[config.mk]
export PLATFORM = sky130hd
export DESIGN_NAME = instruction_fetch_unit
export DESIGN_NICKNAME = d
export VERILOG_FILES = /design/src/rtl/instruction_fetch_unit.sv
export SDC_FILE = /design/constraint.sdc
export NUM_CORES = 1
export LEC_CHECK = 0
export CORE_MARGIN = 3
export CORE_UTILIZATION = 55
export DETAILED_ROUTE_END_ITERATION = 12
export HOLD_SLACK_MARGIN = 0.15
export PLACE_DENSITY_LB_ADDON = 0.1
export SETUP_SLACK_MARGIN = 0.1
export SYNTH_ARGS = -nofsm -noshare
export SYNTH_HDL_FRONTEND = slang
export SYNTH_SLANG_ARGS = --single-unit
[constraint.sdc]
create_clock -name CLK -period 5.05 [get_ports CLK]
set_input_delay 0.7575 -clock CLK [delete_from_list [all_inputs] [get_ports CLK]]
set_output_delay 0.7575 -clock CLK [all_outputs]
set_load 0.05 [all_outputs]
[src/rtl/instruction_fetch_unit.sv]
// Instruction fetch unit: owns the PC, fetches words from imem (one request in flight at most)
// and hands {instr, pc} to decode with a one-entry hold buffer and redirect/squash support.
//
// state | meaning
// IDLE  | first cycle after reset, no request yet
// REQ   | request for pc presented to imem, waiting for accept
// WAIT  | request accepted, waiting for the response word
// HOLD  | response parked in the hold buffer while decode stalls
module instruction_fetch_unit #(
    parameter logic [31:0] RESET_PC = 32'h0000_0000
) (
    input  logic        CLK,
    input  logic        RESET,
    output logic        imem_req_valid,
    output logic [31:0] imem_req_addr,
    input  logic        imem_req_ready,
    input  logic        imem_resp_valid,
    input  logic [31:0] imem_resp_data,
    output logic        out_valid,
    output logic [31:0] out_instr,
    output logic [31:0] out_pc,
    input  logic        out_ready,
    input  logic        redirect_valid,
    input  logic [31:0] redirect_pc
);

    typedef enum logic [1:0] {
        S_IDLE = 2'd0,
        S_REQ  = 2'd1,
        S_WAIT = 2'd2,
        S_HOLD = 2'd3
    } state_t;

    state_t      state_q, state_d;
    logic [31:0] pc_q, pc_d;
    logic [31:0] fetch_pc_q, fetch_pc_d;
    logic        kill_q, kill_d;
    logic        out_valid_q, out_valid_d;
    logic [31:0] out_instr_q, out_instr_d;
    logic [31:0] out_pc_q, out_pc_d;
    logic [31:0] hold_instr_q, hold_instr_d;
    logic [31:0] hold_pc_q, hold_pc_d;
    logic        slot_free;

    assign imem_req_valid = (state_q == S_REQ);
    assign imem_req_addr  = pc_q;
    assign out_valid      = out_valid_q;
    assign out_instr      = out_instr_q;
    assign out_pc         = out_pc_q;
    assign slot_free      = !out_valid_q || out_ready;

    always_comb begin
        state_d      = state_q;
        pc_d         = pc_q;
        fetch_pc_d   = fetch_pc_q;
        kill_d       = kill_q;
        out_valid_d  = out_valid_q;
        out_instr_d  = out_instr_q;
        out_pc_d     = out_pc_q;
        hold_instr_d = hold_instr_q;
        hold_pc_d    = hold_pc_q;

        if (out_valid_q && out_ready) begin
            out_valid_d = 1'b0;
        end

        case (state_q)
            S_IDLE: state_d = S_REQ;
            S_REQ: begin
                if (imem_req_ready) begin
                    state_d    = S_WAIT;
                    pc_d       = pc_q + 32'd4;
                    fetch_pc_d = pc_q;
                end
            end
            S_WAIT: begin
                if (imem_resp_valid) begin
                    if (kill_q) begin
                        kill_d  = 1'b0;
                        state_d = S_REQ;
                    end else if (slot_free) begin
                        out_instr_d = imem_resp_data;
                        out_pc_d    = fetch_pc_q;
                        out_valid_d = 1'b1;
                        state_d     = S_REQ;
                    end else begin
                        hold_instr_d = imem_resp_data;
                        hold_pc_d    = fetch_pc_q;
                        state_d      = S_HOLD;
                    end
                end
            end
            S_HOLD: begin
                if (out_ready) begin
                    out_instr_d = hold_instr_q;
                    out_pc_d    = hold_pc_q;
                    out_valid_d = 1'b1;
                    state_d     = S_REQ;
                end
            end
            default: state_d = S_IDLE;
        endcase

        // Redirect wins over everything above; an accepted or in-flight fetch is marked killed.
        if (redirect_valid) begin
            pc_d         = redirect_pc & ~32'h3;
            out_valid_d  = 1'b0;
            hold_instr_d = 32'h0;
            hold_pc_d    = 32'h0;
            case (state_q)
                S_REQ: begin
                    if (imem_req_ready) begin
                        state_d = S_WAIT;
                        kill_d  = 1'b1;
                    end else begin
                        state_d = S_REQ;
                    end
                end
                S_WAIT: begin
                    if (imem_resp_valid) begin
                        state_d = S_REQ;
                        kill_d  = 1'b0;
                    end else begin
                        state_d = S_WAIT;
                        kill_d  = 1'b1;
                    end
                end
                default: state_d = S_REQ;
            endcase
        end
    end

    always_ff @(posedge CLK) begin
        if (RESET) begin
            state_q      <= S_IDLE;
            pc_q         <= RESET_PC;
            fetch_pc_q   <= RESET_PC;
            kill_q       <= 1'b0;
            out_valid_q  <= 1'b0;
            out_instr_q  <= 32'h0;
            out_pc_q     <= 32'h0;
            hold_instr_q <= 32'h0;
            hold_pc_q    <= 32'h0;
        end else begin
            state_q      <= state_d;
            pc_q         <= pc_d;
            fetch_pc_q   <= fetch_pc_d;
            kill_q       <= kill_d;
            out_valid_q  <= out_valid_d;
            out_instr_q  <= out_instr_d;
            out_pc_q     <= out_pc_d;
            hold_instr_q <= hold_instr_d;
            hold_pc_q    <= hold_pc_d;
        end
    end

endmodule

==> key figures <==
Global route
  • Largest net degree at the start of global routing: between 70 and 80
  • Vias in the first global route: about 7,000
  • First-pass GRT wire length: 35,600 µm
  • Initial antenna violation count: 0
  • GRT Overall Usage: 0.271
  • GR Overflow Total: 0

Power and ir drop
  • Leakage: 3.17 nW
  • P per Cell Area: ~350 nW/µm²
  • Peak VDD IR: approximately 0.27 mV
  • Total power: between 3 and 4 mW

Place
  • DP HPWL: around 13,000 µm
  • Placed Cells: ~1,200
  • Placed inst area: roughly 9700 µm²
  • I/O Buffers: around 160
  • GPL Wtd Cong: around 0.87

Routing
  • Post-route ant nets: 0
  • Drt drc: 0
  • DRT iter0 DRCs: between 600 and 700
  • Drt first pass iters: 8
  • Via-to-Cell Ratio: roughly 5.9
  • WL/cell: roughly 17 µm
  • Final wirelength: about 22,000 µm
  • Vias after detailed routing: around 7,400

Timing
  • Final Setup Violations: 0
  • TNS Setup: 0 ns
  • Max Freq: roughly 350 MHz
  • Skew final: 0.00799 ns
  • Post-route minimum period: between 2 and 3 ns
  • Period Utilization, post-route: 0.569
  • Slew Limit Fails: 0
  • RSZ-0062 raised after global routing: no
  • Final hold violation count: 0
  • Actual transition at the worst max-transition pin: between 1 and 1.5 ns
  • Slew headroom: 0.227

Clocking
  • CTS sink count: ~190
  • H-tree levels: 4
  • # resized after CTS: 0
  • TritonCTS clock tree: yes
  • Root Driver: clkbuf_16
  • Clock latency at the later pin of the worst-skew pair: ~0.43 ns
  • Post-CTS Setup Inserts: 0
  • Clock slew at reported path FFs: approximately 0.070 ns
  • CTS buffer count: 17
  • Post-CTS Hold Fix Bufs: 0
  • CTS max path bufs: 2

Min path
  • Worst hold path type: reg2reg

Worst setup path
  • Worst path top cell family by delay: buffers and inverters
  • Startpoint types: register
  • Max incr delay on CP: 0.87 ns
  • Required time of the critical path: around 4.3 ns
  • CP endpoint kind: output pin
  • CP arrival: roughly 2.1 ns
  • Buf/Inv on CP: 1
  • Crit-path slowest cell: clkdlybuf4s50_1
  • Crit path kind: reg2out
  • Crit path max fanout: 9
  • Worst-path cell chain: ha_1, clkdlybuf4s50_1

Die
  • # rows: 43
  • DIE AREA: 16,100 µm²
  • Initial core utilization: 0.570
  • Die Wd: about 130 µm
  • Die extent in y: roughly 130 µm
  • I/O pins: roughly 170
  • Core ar.: between 10,000 and 15,000 µm²

Final layout
  • Non-Filler Instances: roughly 1,300
  • Synthesis-to-finish area growth: 27.5%
  • Design area: approximately 10,000 µm²
  • Ant. Diodes: 0
  • Layout Nets: about 1,100
  • Layout cells sized above 1: 0.0518

Synthesis
  • Number of flops mapped to enable cells by yosys: 0
  • Async set or reset register ratio after synthesis: 0
  • Synth cell types: 45
  • Most instantiated cells after synthesis: nand2_1 (210), dfxtp_1 (188), a21oi_1 (97)
  • Synthesis Warnings: 0
  • Synthesized area: 8040 µm²
  • Mean Syn Cell Area: 8.39 µm²
  • Synth top area cells: dfxtp_1 (47%), nand2_1 (9.8%), mux2i_1 (7.8%)
  • Top-count cell post-synth: nand2_1
  • Mapped Cells: 958
  • Yosys top cell area share: 0.468
  • #FFs+latches synth: 188
  • Sequential fraction of the synthesis area: 0.468
  • Yosys top cell by area: dfxtp_1
  • Ys flop type: dfxtp_1

Job
  • Max cap viols: 0

Status
  • Status: complete, no violations
report_power, final:
group	switching [mW]	total (mW)	internal [mW]
Sequential	0.0638	1.61	1.55
Clock	0.600	1.32	0.717
Combinational	0.399	0.629	0.231
worst paths after layout:
kind                                 startpoint                 to  slack, ns  cells after the start
worst max register to register       state_q[0]  imem_req_addr[21]       2.28                      6
worst max-delay path                 state_q[0]     imem_req_valid       2.18                      2
worst min register to register  hold_instr_q[1]    hold_instr_q[1]       0.45                      2
worst min-delay path            hold_instr_q[1]    hold_instr_q[1]       0.45                      2
stage by stage:
step	hold slack (ns)	util	setup slack, ns
6_report	0.454	0.727	2.18
5_1_grt	0.476	0.727	2.08
4_1_cts	0.455	0.727	2.15
3_5_place_dp	0.446	0.686	1.81
3_3_place_gp	0.441	0.686	1.86
2_1_floorplan	0.436	-	2.75
per-layer routing:
layer / wire [µm] / vias to the layer above / track usage
met4: 455 / 0 / 0.0864
met5: 0 / - / 0
met1: 9640 / 3459 / 0.359
met3: 1280 / 39 / 0.0602
met2: 10300 / 258 / 0.441
li1: - / 3636 / -
worst register-to-register path, stage by stage (launching register included):
cell and delay (ns):
dfxtp_1 0.44, ha_1 0.38, and2_1 0.17, buf_4 0.37
nand4_1 0.49, or4_1 0.55, a311oi_1 0.28
area by class of cell:
type | count | area, µm²
sequential | 188 | 3760
clock buffer | 19 | 453
multi-input combinational | 678 | 3940
timing repair buffer | 173 | 1700
clock inverter | 13 | 130
fill | 1155 | 3840
inverter | 11 | 41.3
tap | 180 | 225
flip-flops by register name, summed over array words and instances, names as in the netlist:
signal	flops
hold_instr_q	32
out_instr	32
fetch_pc_q	30
hold_pc_q	30
imem_req_addr	30
out_pc	30
state_q	2
kill_q	1
out_valid	1
kinds of logic after synthesis:
kind of cell / synth area share
compound gates: 0.171
flops: 0.468
other cells: 0.000466
xor+xnor: 0.00871
fa+ha+maj: 0.00778
buf+inv: 0.0476
mux: 0.0784
simple gates: 0.218
layout by cell type (no fill, tap or decap), types with 13 or more instances in the layout:
master	count
buf_4	13
nand2_1	210
a21oi_1	97
a211oi_1	73
nor3_1	65
dfxtp_1	188
clkdlybuf4s50_1	160
clkbuf_16	17
nor2_1	24
mux2i_1	63
Note: power is estimated with default switching activity, not from simulation.
==> RTL change 1, RTL diff (config.mk and constraints unchanged) <==
Take the reset off `out_instr_q` and load it in a clocked block of its own.
--- a/src/rtl/instruction_fetch_unit.sv
+++ b/src/rtl/instruction_fetch_unit.sv
@@ -137,7 +137,6 @@
             fetch_pc_q   <= RESET_PC;
             kill_q       <= 1'b0;
             out_valid_q  <= 1'b0;
-            out_instr_q  <= 32'h0;
             out_pc_q     <= 32'h0;
             hold_instr_q <= 32'h0;
             hold_pc_q    <= 32'h0;
@@ -147,12 +146,15 @@
             fetch_pc_q   <= fetch_pc_d;
             kill_q       <= kill_d;
             out_valid_q  <= out_valid_d;
-            out_instr_q  <= out_instr_d;
             out_pc_q     <= out_pc_d;
             hold_instr_q <= hold_instr_d;
             hold_pc_q    <= hold_pc_d;
         end
     end
 
+    always_ff @(posedge CLK) begin
+        out_instr_q <= out_instr_d;
+    end
+
 endmodule
 
Function: differs if RESET is asserted again (counterexample within 4 cycles, from zero or initial values and one cycle with RESET high); with RESET held inactive, the same outputs for 4 cycles.
==> RTL change 1 against the unedited design <==
Setup slack lost 160 ps. Largest cell class is now registers. Sequential cell count is the same. Register-to-register slack lost 260 ps. Combinational power shrank 15%. Wire length shrank 9.9%. Critical endpoint is now out_pc[9]. Area after synthesis shrank 0.56%. Cell area shrank 0.23%. Highest routed layer unchanged. Power shrank 2.6%.
==> RTL change 1: results <==
set metrics [dict create \
    outcome "finished clean" \
    place_area_mm2 0.00966 \
    hp-class "flip-flop to flip-flop" \
    max-vdd-ir-drop_mv 0.251 \
    synthTopCellsByCount "206 x nand2_1, 156 x dfxtp_1, 100 x a21oi_1" \
    cts_setup_buffers 0 \
    hpwl_um 12500 \
    grt_usage_pct 24.1 \
    grt_pass1_wl_um 31900 \
    synthArstFlopShare_pct 0 \
    clkLatencyLatePin_ps 430 \
    postCtsResizedCells 0 \
    reg2reg_slack_ps 2020 \
    nets 1080 \
    path_clk_slew_ps 70 \
    h-tree-depth 4 \
    yosys_warnings 0 \
    antenna_found_initial 0 \
    cp_max_fo 65 \
    diodes 0 \
    synth_edf_count 32 \
    first_pass_iters 5 \
    synth_area_leaders "dfxtp_1 39%, edfxtp_1 12%, nand2_1 9.7%" \
    layout-drive-gt1-share_pct 8.95 \
    post-route-drc-count 0 \
    cts_buffers 17 \
    ctsRootBufferMaster "clkbuf_16" \
    grt_pass1_vias 6424 \
    cp-end-kind "flip-flop" \
    grt_max_degree 95 \
    crit_arrival_ps 3360 \
    port_buffers 161 \
    clock_path_buffers 2 \
    p_leak_nw 3.25 \
    skew_ps 5.23 \
    vias 6808 \
    maxSlewHeadroom_pct 27.2 \
    yosysSeqAreaShare_pct 51.1 \
    wl_per_cell_um 16.3 \
    gp_congestion 0.869 \
    drtIter0Drc 485 \
    synth.distinct_cells 54 \
]
-- RTL change 1: cell count changes after synthesis, moves of 4 or more --
cell,unedited run,this run
a211oi_1,73,41
dfxtp_1,188,156
edfxtp_1,0,32
mux2_2,0,32
mux2i_1,63,31
nor3_1,66,40
clkbuf_1,69,49
buf_1,2,13
o21ai_0,12,4
buf_2,8,2
nand2_1,210,206
o31a_1,0,4
-- RTL change 1: routing by layer --
metal  vias to the layer above  track usage, %  wire length [um]
met5                         -               0                 0
met4                         0            7.32               239
met3                        20            5.39              1310
met2                       228            37.3              8790
met1                      3187            33.9              9170
li1                       3373               -                 -
-- RTL change 1: critical path, cell delays in order (launching register included) --
cell and delay, ps:
dfxtp_1 460, ha_4 170, buf_4 750, nor3_2 100, buf_4 270, or2_2 550, buf_4 330, a211oi_1 260
-- RTL change 1: stage by stage --
stage          hold slack, ps  power (mW)  std cells  setup slack (ps)
6_report                  454        3.47       1197              2020
5_1_grt                   469        3.58       1197              1820
4_1_cts                   454        3.48       1197              2000
3_5_place_dp              443        2.21       1166              1700
3_3_place_gp              438        2.20       1166              1750
2_1_floorplan             433        2.01        883              2110
-- RTL change 1: final timing paths --
check / from / end / depth (start not counted)
setup / recovery: state_q[0] / out_pc[9] / 7
hold / removal: hold_pc_q[28] / hold_pc_q[28] / 2
setup reg to reg: state_q[0] / out_pc[9] / 7
hold reg to reg: hold_pc_q[28] / hold_pc_q[28] / 2
-- RTL change 1: cell families (layout without fill, tap and decap cells) --
logic type               Yosys count  after routing  share of synthesized area [%]
adder cells (fa/ha/maj)            5              5                          0.782
XOR/XNOR                          10             10                           1.10
multiplexers                      63             63                           8.39
flip-flops                       188            188                           51.1
AO/OA/AOI/OAI                    183            183                           14.3
AND/OR/NAND/NOR                  348            348                           20.0
buffers and inverters             82            216                           4.32
other                              1              4                         0.0469
-- RTL change 1: layout make-up --
| type | instances | area (um^2) |
|---|---|---|
| Clock buffer | 22 | 484 |
| Clock inverter | 9 | 88.8 |
| Fill cell | 1066 | 3810 |
| Inverter | 12 | 45.0 |
| Multi-Input combinational cell | 613 | 3610 |
| Sequential cell | 188 | 4080 |
| Tap cell | 180 | 225 |
| Timing Repair Buffer | 173 | 1700 |
-- RTL change 1: report_power, final --
group	internal (mW)	total [mW]	leakage, nW	switching, mW
clock network	0.731	1.29	0.282	0.561
registers	1.58	1.64	1.56	0.0570
logic	0.201	0.535	1.41	0.334
==> RTL change 2, RTL diff (same settings) <==
Without the edit above. Encoding of `state_t`: now one-hot (4 bits for 4 states).
--- a/src/rtl/instruction_fetch_unit.sv
+++ b/src/rtl/instruction_fetch_unit.sv
@@ -24,11 +24,11 @@
     input  logic [31:0] redirect_pc
 );
 
-    typedef enum logic [1:0] {
-        S_IDLE = 2'd0,
-        S_REQ  = 2'd1,
-        S_WAIT = 2'd2,
-        S_HOLD = 2'd3
+    typedef enum logic [3:0] {
+        S_IDLE = 4'b0001,
+        S_REQ  = 4'b0010,
+        S_WAIT = 4'b0100,
+        S_HOLD = 4'b1000
     } state_t;
 
     state_t      state_q, state_d;
Function: same outputs for any inputs over 4 cycles, from zero or initial values and one cycle with RESET high; so few cycles prove little.
==> RTL change 2 against the unedited design <==
Area after synthesis up 2.6%. Setup slack worse by 130 ps. Critical endpoint unchanged. Wire length down 7.1%. Cell area up 1.1%. Sequential share of layout area about the same. Global-route usage down 2.7 points. Synthesized cell count down 6.6%. Sequential cell count up 2.
Power is not compared: it rests on default switching activity, and its combinational part moved more than twofold at a synthesized area within 25%.
==> RTL change 2: results <==
set metrics [dict create \
    place_ws_ps 1660 \
    yosysSeqAreaShare_pct 46.1 \
    cp_slowest_stage_delay_ps 830 \
    grt_pass1_vias 6591 \
    synth-compound-area-share_pct 16.8 \
    nFillCells 1178 \
    vias 6973 \
    hpwl_um 12700 \
    worst_pin_slew_ps 1150 \
    outcome "finished clean" \
    yosys_warnings 0 \
    nets 1074 \
    r2r_end "out_pc[13]" \
    reg2reg_slack_ps 2260 \
    crit_arrival_ps 2240 \
    reg2reg_from "state_q[2]" \
    synth.distinct_cells 50 \
    place_area_mm2 0.00979 \
    synth_area_leaders "dfxtp_1 46%, mux2i_1 15%, a211oi_1 6.6%" \
    layout-drive-gt1-share_pct 5.42 \
    rr_worst_depth 5 \
    first_pass_iters 5 \
    grt_max_degree 67 \
    synthTopCellsByCount "190 x dfxtp_1, 125 x mux2i_1, 101 x a21oi_1" \
    cp_max_fo 17 \
    worst_slack_ps 2050 \
    synthAdderAreaFrac_pct 0.152 \
    hp-start "fetch_pc_q[29]" \
    synth_xor_area_share_pct 1.17 \
    drtIter0Drc 460 \
    synthMuxAreaShare_pct 15.2 \
]
==> RTL change 2: cell types whose count changed after synthesis, sizes merged, moves of 5 or more <==
cell	delta
nand2	-136
buf	+22
nor3	-66
nor4	-5
clkbuf	-22
a311oi	+5
xor2	+5
mux2i	+62
nor2	+67
==> RTL change 2: worst max-delay path, delay by kind of cell, from the launching register on <==
kind	cells	cell delay, ps
buffers and inverters	2	1080
flip-flops	1	480
AND/OR/NAND/NOR	1	240
==> RTL change 2: layer usage <==
layer  share of wire, %  wire, um  vias to the layer above  track usage, %
li1                   -         -                     3438               -
met2                 49      9900                      193            41.8
met4                1.0       201                        0            6.49
met3                5.4      1080                       18            5.65
met5                  0         0                        -               0
met1                 44      8930                     3324            31.0
==> RTL change 2: cell type report <==
type / count / share of cell area (%)
Clock inverter: 12 / 1.32
Multi-Input combinational cell: 614 / 38.9
Sequential cell: 190 / 36.7
Timing Repair Buffer: 172 / 16.3
Clock buffer: 19 / 4.27
Inverter: 8 / 0.290
Tap cell: 184 / 2.22
==> RTL change 2: report_power, final <==
| group | switching (mW) | internal (mW) | total [mW] |
|---|---|---|---|
| combinational | 0.177 | 0.121 | 0.298 |
| clock | 0.575 | 0.745 | 1.32 |
| sequential | 0.0396 | 1.52 | 1.56 |
| total | 0.792 | 2.39 | 3.18 |
==> RTL change 2: worst min-delay path by stage <==
stage,end,slack (ps),cells past startpoint
2_1_floorplan,fetch_pc_q[10],450,2
3_3_place_gp,fetch_pc_q[29],460,2
3_5_place_dp,fetch_pc_q[17],460,2
4_1_cts,fetch_pc_q[29],470,2
5_1_grt,fetch_pc_q[31],490,2
6_report,fetch_pc_q[29],470,2
